**src/rtl/soc_arb_pkg.sv**
```systemverilog
// Shared types for the CPU/graphite memory arbiter.
// Grant encoding and VRAM window default.
package soc_arb_pkg;

  typedef enum logic [1:0] {
    GNT_NONE = 2'd0,
    GNT_CPU  = 2'd1,
    GNT_GFX  = 2'd2
  } grant_t;

  localparam logic [31:0] GFX_BASE_DEF = 32'h0100_0000;

endpackage

```
**src/rtl/rr_pick2.sv**
```systemverilog
// Two-way round-robin pick.
// On a tie the requester that did not own last wins.
module rr_pick2 (
  input  logic [1:0] i_req,
  input  logic       i_last,
  output logic [1:0] o_gnt
);

  // i_last=1 means index 1 owned most recently
  always_comb begin
    o_gnt = 2'b00;
    unique case (1'b1)
      (i_req == 2'b11): o_gnt = i_last ? 2'b01 : 2'b10;
      (i_req == 2'b01): o_gnt = 2'b01;
      (i_req == 2'b10): o_gnt = 2'b10;
      default:          o_gnt = 2'b00;
    endcase
  end

endmodule

```
**src/rtl/mem_arbiter.sv**
```systemverilog
// CPU / graphite arbiter in front of the cache port.
// Registered grant, round-robin ties, bounded bursts.
module mem_arbiter
  import soc_arb_pkg::*;
#(
  parameter logic [31:0] GFX_BASE  = GFX_BASE_DEF,
  parameter int          MAX_BURST = 4
) (
  input  logic        clk_cpu,
  input  logic        rst_n,
  input  logic        cpu_sel_i,
  input  logic        cpu_we_i,
  input  logic [3:0]  cpu_wmask_i,
  input  logic [31:0] cpu_addr_i,
  input  logic [31:0] cpu_wdata_i,
  output logic [31:0] cpu_rdata_o,
  output logic        cpu_ack_o,
  input  logic        gfx_sel_i,
  input  logic        gfx_we_i,
  input  logic [31:0] gfx_addr_i,
  input  logic [15:0] gfx_wdata_i,
  output logic [15:0] gfx_rdata_o,
  output logic        gfx_ack_o,
  output logic [25:0] mem_addr_o,
  output logic [31:0] mem_din_o,
  output logic        mem_mreq_o,
  output logic [3:0]  mem_wmask_o,
  input  logic [31:0] mem_dout_i,
  input  logic        mem_rdy_i,
  output logic [1:0]  grant_o
);

  localparam int CW = $clog2(MAX_BURST + 1);

  grant_t        r_gnt;
  logic          r_last;
  logic [CW-1:0] r_cnt;

  logic       w_own_sel;
  logic       w_oth_sel;
  logic       w_done;
  logic       w_burst_end;
  logic [1:0] w_pick;
  logic       w_unused;

  rr_pick2 u_pick (
    .i_req  ({gfx_sel_i, cpu_sel_i}),
    .i_last (r_last),
    .o_gnt  (w_pick)
  );

  // owner / contender request lines for the current grant
  always_comb begin
    w_own_sel = 1'b0;
    w_oth_sel = 1'b0;
    case (r_gnt)
      GNT_CPU: begin
        w_own_sel = cpu_sel_i;
        w_oth_sel = gfx_sel_i;
      end
      GNT_GFX: begin
        w_own_sel = gfx_sel_i;
        w_oth_sel = cpu_sel_i;
      end
      default: ;
    endcase
  end

  assign w_done      = w_own_sel & mem_rdy_i;
  assign w_burst_end = (32'(r_cnt) + 32'd1) >= 32'(MAX_BURST);

  // grant FSM with burst counter and tie-break history
  always_ff @(posedge clk_cpu) begin
    if (!rst_n) begin
      r_gnt  <= GNT_NONE;
      r_last <= 1'b1;
      r_cnt  <= '0;
    end else begin
      case (r_gnt)
        GNT_NONE: begin
          if (w_pick[0])      r_gnt <= GNT_CPU;
          else if (w_pick[1]) r_gnt <= GNT_GFX;
        end
        GNT_CPU, GNT_GFX: begin
          if (w_done) begin
            r_last <= (r_gnt == GNT_GFX);
            if (w_oth_sel && w_burst_end) begin
              r_gnt <= (r_gnt == GNT_CPU) ? GNT_GFX : GNT_CPU;
              r_cnt <= '0;
            end else if (r_cnt != CW'(MAX_BURST)) begin
              r_cnt <= r_cnt + 1'b1;
            end
          end else if (!w_own_sel) begin
            r_gnt <= GNT_NONE;
            r_cnt <= '0;
          end
        end
        default: begin
          r_gnt <= GNT_NONE;
          r_cnt <= '0;
        end
      endcase
    end
  end

  // port mux and halfword lane mapping
  always_comb begin
    mem_addr_o  = cpu_addr_i[25:0];
    mem_din_o   = cpu_wdata_i;
    mem_wmask_o = cpu_wmask_i & {4{cpu_we_i}};
    if (r_gnt == GNT_GFX) begin
      mem_addr_o  = GFX_BASE[25:0] + {gfx_addr_i[24:1], 2'b00};
      mem_din_o   = {gfx_wdata_i, gfx_wdata_i};
      mem_wmask_o = gfx_addr_i[0] ? {gfx_we_i, gfx_we_i, 2'b00}
                                  : {2'b00, gfx_we_i, gfx_we_i};
    end
  end

  assign mem_mreq_o  = w_own_sel;
  assign cpu_ack_o   = w_done & (r_gnt == GNT_CPU);
  assign gfx_ack_o   = w_done & (r_gnt == GNT_GFX);
  assign cpu_rdata_o = mem_dout_i;
  assign gfx_rdata_o = gfx_addr_i[0] ? mem_dout_i[31:16] : mem_dout_i[15:0];
  assign grant_o     = r_gnt;

  assign w_unused = ^{cpu_addr_i[31:26], gfx_addr_i[31:25]};

endmodule

```
**config.mk**
```make
export PLATFORM = sky130hd
export DESIGN_NAME = mem_arbiter
export DESIGN_NICKNAME = d
export VERILOG_FILES = /design/src/rtl/soc_arb_pkg.sv /design/src/rtl/rr_pick2.sv /design/src/rtl/mem_arbiter.sv
export SDC_FILE = /design/constraint.sdc
export NUM_CORES = 1
export LEC_CHECK = 0
export ABC_AREA = 1
export ABC_CLOCK_PERIOD_IN_PS = 4700
export BUFFER_PORTS_ARGS = -buffer_cell sky130_fd_sc_hd__clkbuf_2
export CAP_MARGIN = 0
export CELL_PAD_IN_SITES_DETAIL_PLACEMENT = 1
export CELL_PAD_IN_SITES_GLOBAL_PLACEMENT = 2
export CORE_ASPECT_RATIO = 1.4
export CORE_MARGIN = 8
export CORE_UTILIZATION = 11
export DETAILED_ROUTE_END_ITERATION = 12
export GPL_TIMING_DRIVEN = 0
export HOLD_SLACK_MARGIN = 0.12
export MAX_ROUTING_LAYER = met4
export PLACE_DENSITY_LB_ADDON = 0.1
export SLEW_MARGIN = 25
export SYNTH_ARGS = -nofsm -noshare
export SYNTH_HDL_FRONTEND = slang
export SYNTH_HIERARCHICAL = 1
export SYNTH_SLANG_ARGS = --single-unit
```
**constraint.sdc**
```tcl
create_clock -name clk_cpu -period 4.7 [get_ports clk_cpu]
set_input_delay 1.175 -clock clk_cpu [delete_from_list [all_inputs] [get_ports clk_cpu]]
set_output_delay 1.175 -clock clk_cpu [all_outputs]
set_load 0.05 [all_outputs]
```
# Yosys cells after proc, flatten, opt, wreduce, memory -nomap -nowiden
# Index checks and enable logic that the tools add are counted.
# word_totals
input_bits,155
word_cells,49
ff_bits,6
# classes
n_reduce_logical,6
bitwise,5
order_cmp,1
mux,21
n_eq_ne,10
n_addsub,3
# op_table
cell,n
$mux W32,1
$add A25 B26 Y26 const A,1
$mux W26,1
$mux W16,1
$mux W2,7
$mux W3,4
$ne A3 B3 Y1 const B,3
$mux W4,2
$eq A2 B2 Y1 const B,3
$pmux W2 S3,1
$pmux W3 S2,1
$reduce_and A3 Y1,2
$add A3 B1 Y4 const B,1
$and A4 B4 Y4,1
$eq A2 B1 Y1 const B,2
$ge A4 B3 Y1 const B,1
$ne A4 B4 Y1 const B,1
$pmux W1 S2,2
$pmux W2 S2,1
$add A3 B1 Y3 const B,1
$and A1 B1 Y1,3
$ne A3 B1 Y1 const B,1
$logic_not A2 Y1,1
$reduce_and A2 Y1,1
3 further kinds,3

# Logic depth before layout (Yosys ltp)
# depth
word_depth,6
mapped_depth,10

# Cells and area by module
# The synthesis kept the hierarchy.
# by_module_without_submodules
mod,area_each_um2,n_inst,cells_per_inst
mem_arbiter,1679.1,1,311
rr_pick2,21.3,1,5

# Worst setup path before layout
# No wires, ideal clock.
# synth_timing
kind,register to output
start,register r_gnt[1] (netlist: grant_o[1])
end,output mem_addr_o[24]
path_slack_ns,1.020
arrival_ns,2.505
path_stages_with_launch,6
cell_sequence,dfxtp_1 > ha_1 > buf_4 > clkinv_1 > clkbuf_1 > o21ai_0
# synth_via
elab_chain_cells,2
# synth_rtl
item,line,text
"start, declared",mem_arbiter.sv:35,grant_t r_gnt;
"start signal, assigned",mem_arbiter.sv:88,r_gnt <= (r_gnt == GNT_CPU) ? GNT_GFX : GNT_CPU;
$eq A2 B2 Y1,mem_arbiter.sv:111,if (r_gnt == GNT_GFX) begin
$mux W26,mem_arbiter.sv:111,
"end, declared",mem_arbiter.sv:24,"output logic [25:0] mem_addr_o,"
# No other way between the ends.

# Final worst setup path
# layout_timing
start,input gfx_addr_i[0]
end,output gfx_rdata_o[12]
# layout_via
elab_chain_cells,1
# layout_rtl
item,line,text
"start, declared",mem_arbiter.sv:20,"input logic [31:0] gfx_addr_i,"
$mux W16,mem_arbiter.sv:123,assign gfx_rdata_o = gfx_addr_i[0] ? mem_dout_i[31:16] : mem_dout_i[15:0];
"end, declared",mem_arbiter.sv:22,"output logic [15:0] gfx_rdata_o,"
# No other way between the ends.

==> summary.txt <==
Status
  • Status: finished, final reports clean

Yosys
  • Yosys warns: 6
  • Synthesized cell area: 1700 sq um
  • Cells after Synth: 316
  • Yosys reg bits: 6
  • Library cells used by synthesis: 24
  • Net Count, Synth: 478
  • Syn avg cell area: 5.38 sq um
  • Sequential area share after synthesis: 0.0706

Power
  • Combinational share of power: 0.805
  • Switch Pwr: 723 uW
  • Clock power share: 0.130
  • P_leak: 2.17 nW
  • Int Pwr: 386 uW
  • Peak supply drop: 0.000159 V
  • Sequential share of power: 0.064
  • Pwr/cell area: 336 nW/um^2
  • Net Sw Frac: 0.652

Worst setup path
  • Critical path buffers and inverters: 3
  • CP required: 3520 ps
  • CP delay by family, top: buffers and inverters
  • Setup crit end kind: primary output
  • Worst Setup Path Type: in2out
  • RR Startpoint: grant_o[0]
  • CP Launch Point: gfx_addr_i[0]
  • CP arrival: 2290 ps
  • Max FO, Critical Path: 10
  • CP Cell Sequence: buf_2 -> buf_2 -> mux2_2 -> clkbuf_2
  • Crit start category: input pin
  • CP peak stage delay: 360 ps
  • Worst path most repeated cell: buf_2
  • Slowest cell on crit path: mux2_2

Detailed routing
  • Routed wire per std cell: 16.6 um
  • TritonRoute pass-1 iters: 3
  • Vias per inst: 3.74
  • Routed Antenna Nets: 0
  • Total Wirelength: 12.8 mm
  • DRC Markers: 0
  • Starting DRC count in detailed routing: 47
  • Via count: 2,880

Global route
  • First-pass GRT wire length: 18.6 mm
  • Largest net degree at the start of global routing: 11
  • Vias in the first global route: 3,336
  • Final global-route overflow total: 0
  • Tot GR Track Use: 0.127
  • Initial antenna violation count: 1

Placement
  • Detail Placement HPWL: 11.8 mm
  • I/O Buffers: 255
  • Gpl congestion: 0.740
  • Setup WS pre-CTS: 1210 ps

Timing
  • Slew Viols, Final: 0
  • RSZ-0062 raised after global routing: false
  • Fin crit share: 0.737
  • Setup TNS: 0 ps
  • F_max: 289 MHz
  • Relative slew slack: 0.649
  • Final hold vios: 0
  • Endpoints failing setup: 0
  • Slew @ Worst Pin: 527 ps
  • Minimum clock period after layout: 3460 ps
  • Worst setup margin: 1240 ps
  • Skew final: 3.19 ps

CTS
  • TritonCTS Sinks: 6
  • CTS root buffer: clkbuf_16
  • TritonCTS Buffers: 3
  • Cts repair resizes: 0
  • CTS tree: done
  • Clk pin slew, worst setup/hold paths: 40 ps
  • Max Root-Sink Buffers: 2
  • H-tree Lvls: 1
  • Skew-Pair Late Insertion Delay: 230 ps
  • Setup bufs post-CTS: 0
  • Hold-fix buffers, CTS: 0

Run
  • Max-cap viol count: 0

Worst hold path
  • Worst min-delay path startpoint: r_last
  • Hold WC Path Type: reg2reg

Die
  • Ports: 270
  • Die Area: 19,700 sq um
  • Die Wd: 121 um
  • Core area: 15,300 sq um
  • Initial Util: 0.111
  • Rows: 54
  • Die span in y: 163 um

Final layout
  • Area Growth Syn to Fin: 94.0%
  • Most common cell after layout, fill and taps aside: clkbuf_2
  • Commonest non-fill, non-tap cells in the layout: clkbuf_2, nand2_1, buf_4
  • Layout cells sized above 1: 0.557
  • Final nets: 738
  • Filler cell count: 2,029
==> per-stage QoR <==
stage          hold WS [ps]  cell area [sq um]  instances  utilization  total power [mW]
2_1_floorplan           467               1700        316            -             0.718
5_1_grt                 539               3300        771        0.215              1.18
3_5_place_dp            516               3220        767        0.210             0.982
6_report                511               3300        771        0.215              1.11
4_1_cts                 522               3300        770        0.215              1.13
3_3_place_gp            505               3220        767        0.210             0.982
==> final cells by class <==
cell class / instances / area, sq um / share of cell area
Timing Repair Buffer: 255 / 1280 / 0.387
Multi-Input combinational cell: 244 / 1210 / 0.366
Buffer: 45 / 295 / 0.0895
Tap cell: 196 / 245 / 0.0743
Sequential cell: 6 / 120 / 0.0364
Inverter: 21 / 78.8 / 0.0239
Clock buffer: 3 / 75.1 / 0.0228
Antenna cell: 1 / 2.50 / 0.000758
==> power by group through the flow <==
stage                     Combinational (mW)  Sequential [mW]  Clock, mW
after CTS                              0.912           0.0722      0.148
after global placement                 0.909           0.0726          0
after global routing                   0.960           0.0741      0.149
after detailed placement               0.909           0.0728          0
final                                  0.893           0.0714      0.144
after floorplan                        0.640           0.0782          0
==> cells in the mapped netlist <==
master	count	area, sq um
ha_1	7	87.6
or2_2	1	6.26
buf_2	2	10.0
inv_1	19	71.3
nand3_4	1	17.5
nand2_2	4	25.0
o21ai_0	3	15.0
inv_2	1	3.75
mux2_2	16	180
nand2_1	172	646
nand2_4	1	11.3
clkinv_1	1	3.75
a21oi_1	9	45.0
xnor2_1	1	8.76
clkbuf_1	10	37.5
a21oi_2	2	17.5
nor2_8	1	20.0
and2_1	1	6.26
nand4_1	2	12.5
buf_4	33	248
dfxtp_1	6	120
nand3b_1	1	7.51
nand3_1	14	70.1
nor2_1	8	30.0
==> per-layer routing <==
| layer | global-route usage | vias to the layer above | part of all wire |
|---|---|---|---|
| li1 | - | 1459 | - |
| met1 | 0.117 | 1280 | 0.33 |
| met2 | 0.250 | 136 | 0.57 |
| met3 | 0.0464 | 5 | 0.097 |
| met4 | 0.0137 | 0 | 0.0038 |
| met5 | - | - | 0 |
==> cell families after synthesis <==
logic type	after synthesis	share of synthesized area
simple gates	206	0.501
buf+inv	66	0.220
mux	16	0.106
compound gates	14	0.0456
fa+ha+maj	7	0.0515
flops	6	0.0706
xor+xnor	1	0.00515
==> worst reg2reg max path, cell delays in order, from the launching register on <==
cell	delay [ps]
dfxtp_1	420
inv_1	120
ha_1	440
inv_2	70
a21oi_2	130
nand2_2	130
nand3_4	110
nand2_1	70
o21ai_0	140
inv_1	50
==> state kept, by name, indices dropped and copies added, names as in the netlist <==
| name | count |
|---|---|
| r_last | 1 |
| grant_o | 2 |
| r_cnt | 3 |
==> path summary, 6_finish.rpt <==
check / to / depth (start not counted) / slack [ps]
hold reg to reg: r_last / 2 / 510
hold / removal: r_last / 2 / 510
setup reg to reg: r_cnt[2] / 9 / 2910
setup / recovery: gfx_rdata_o[12] / 4 / 1240
Power figures use the tool's default switching activity.
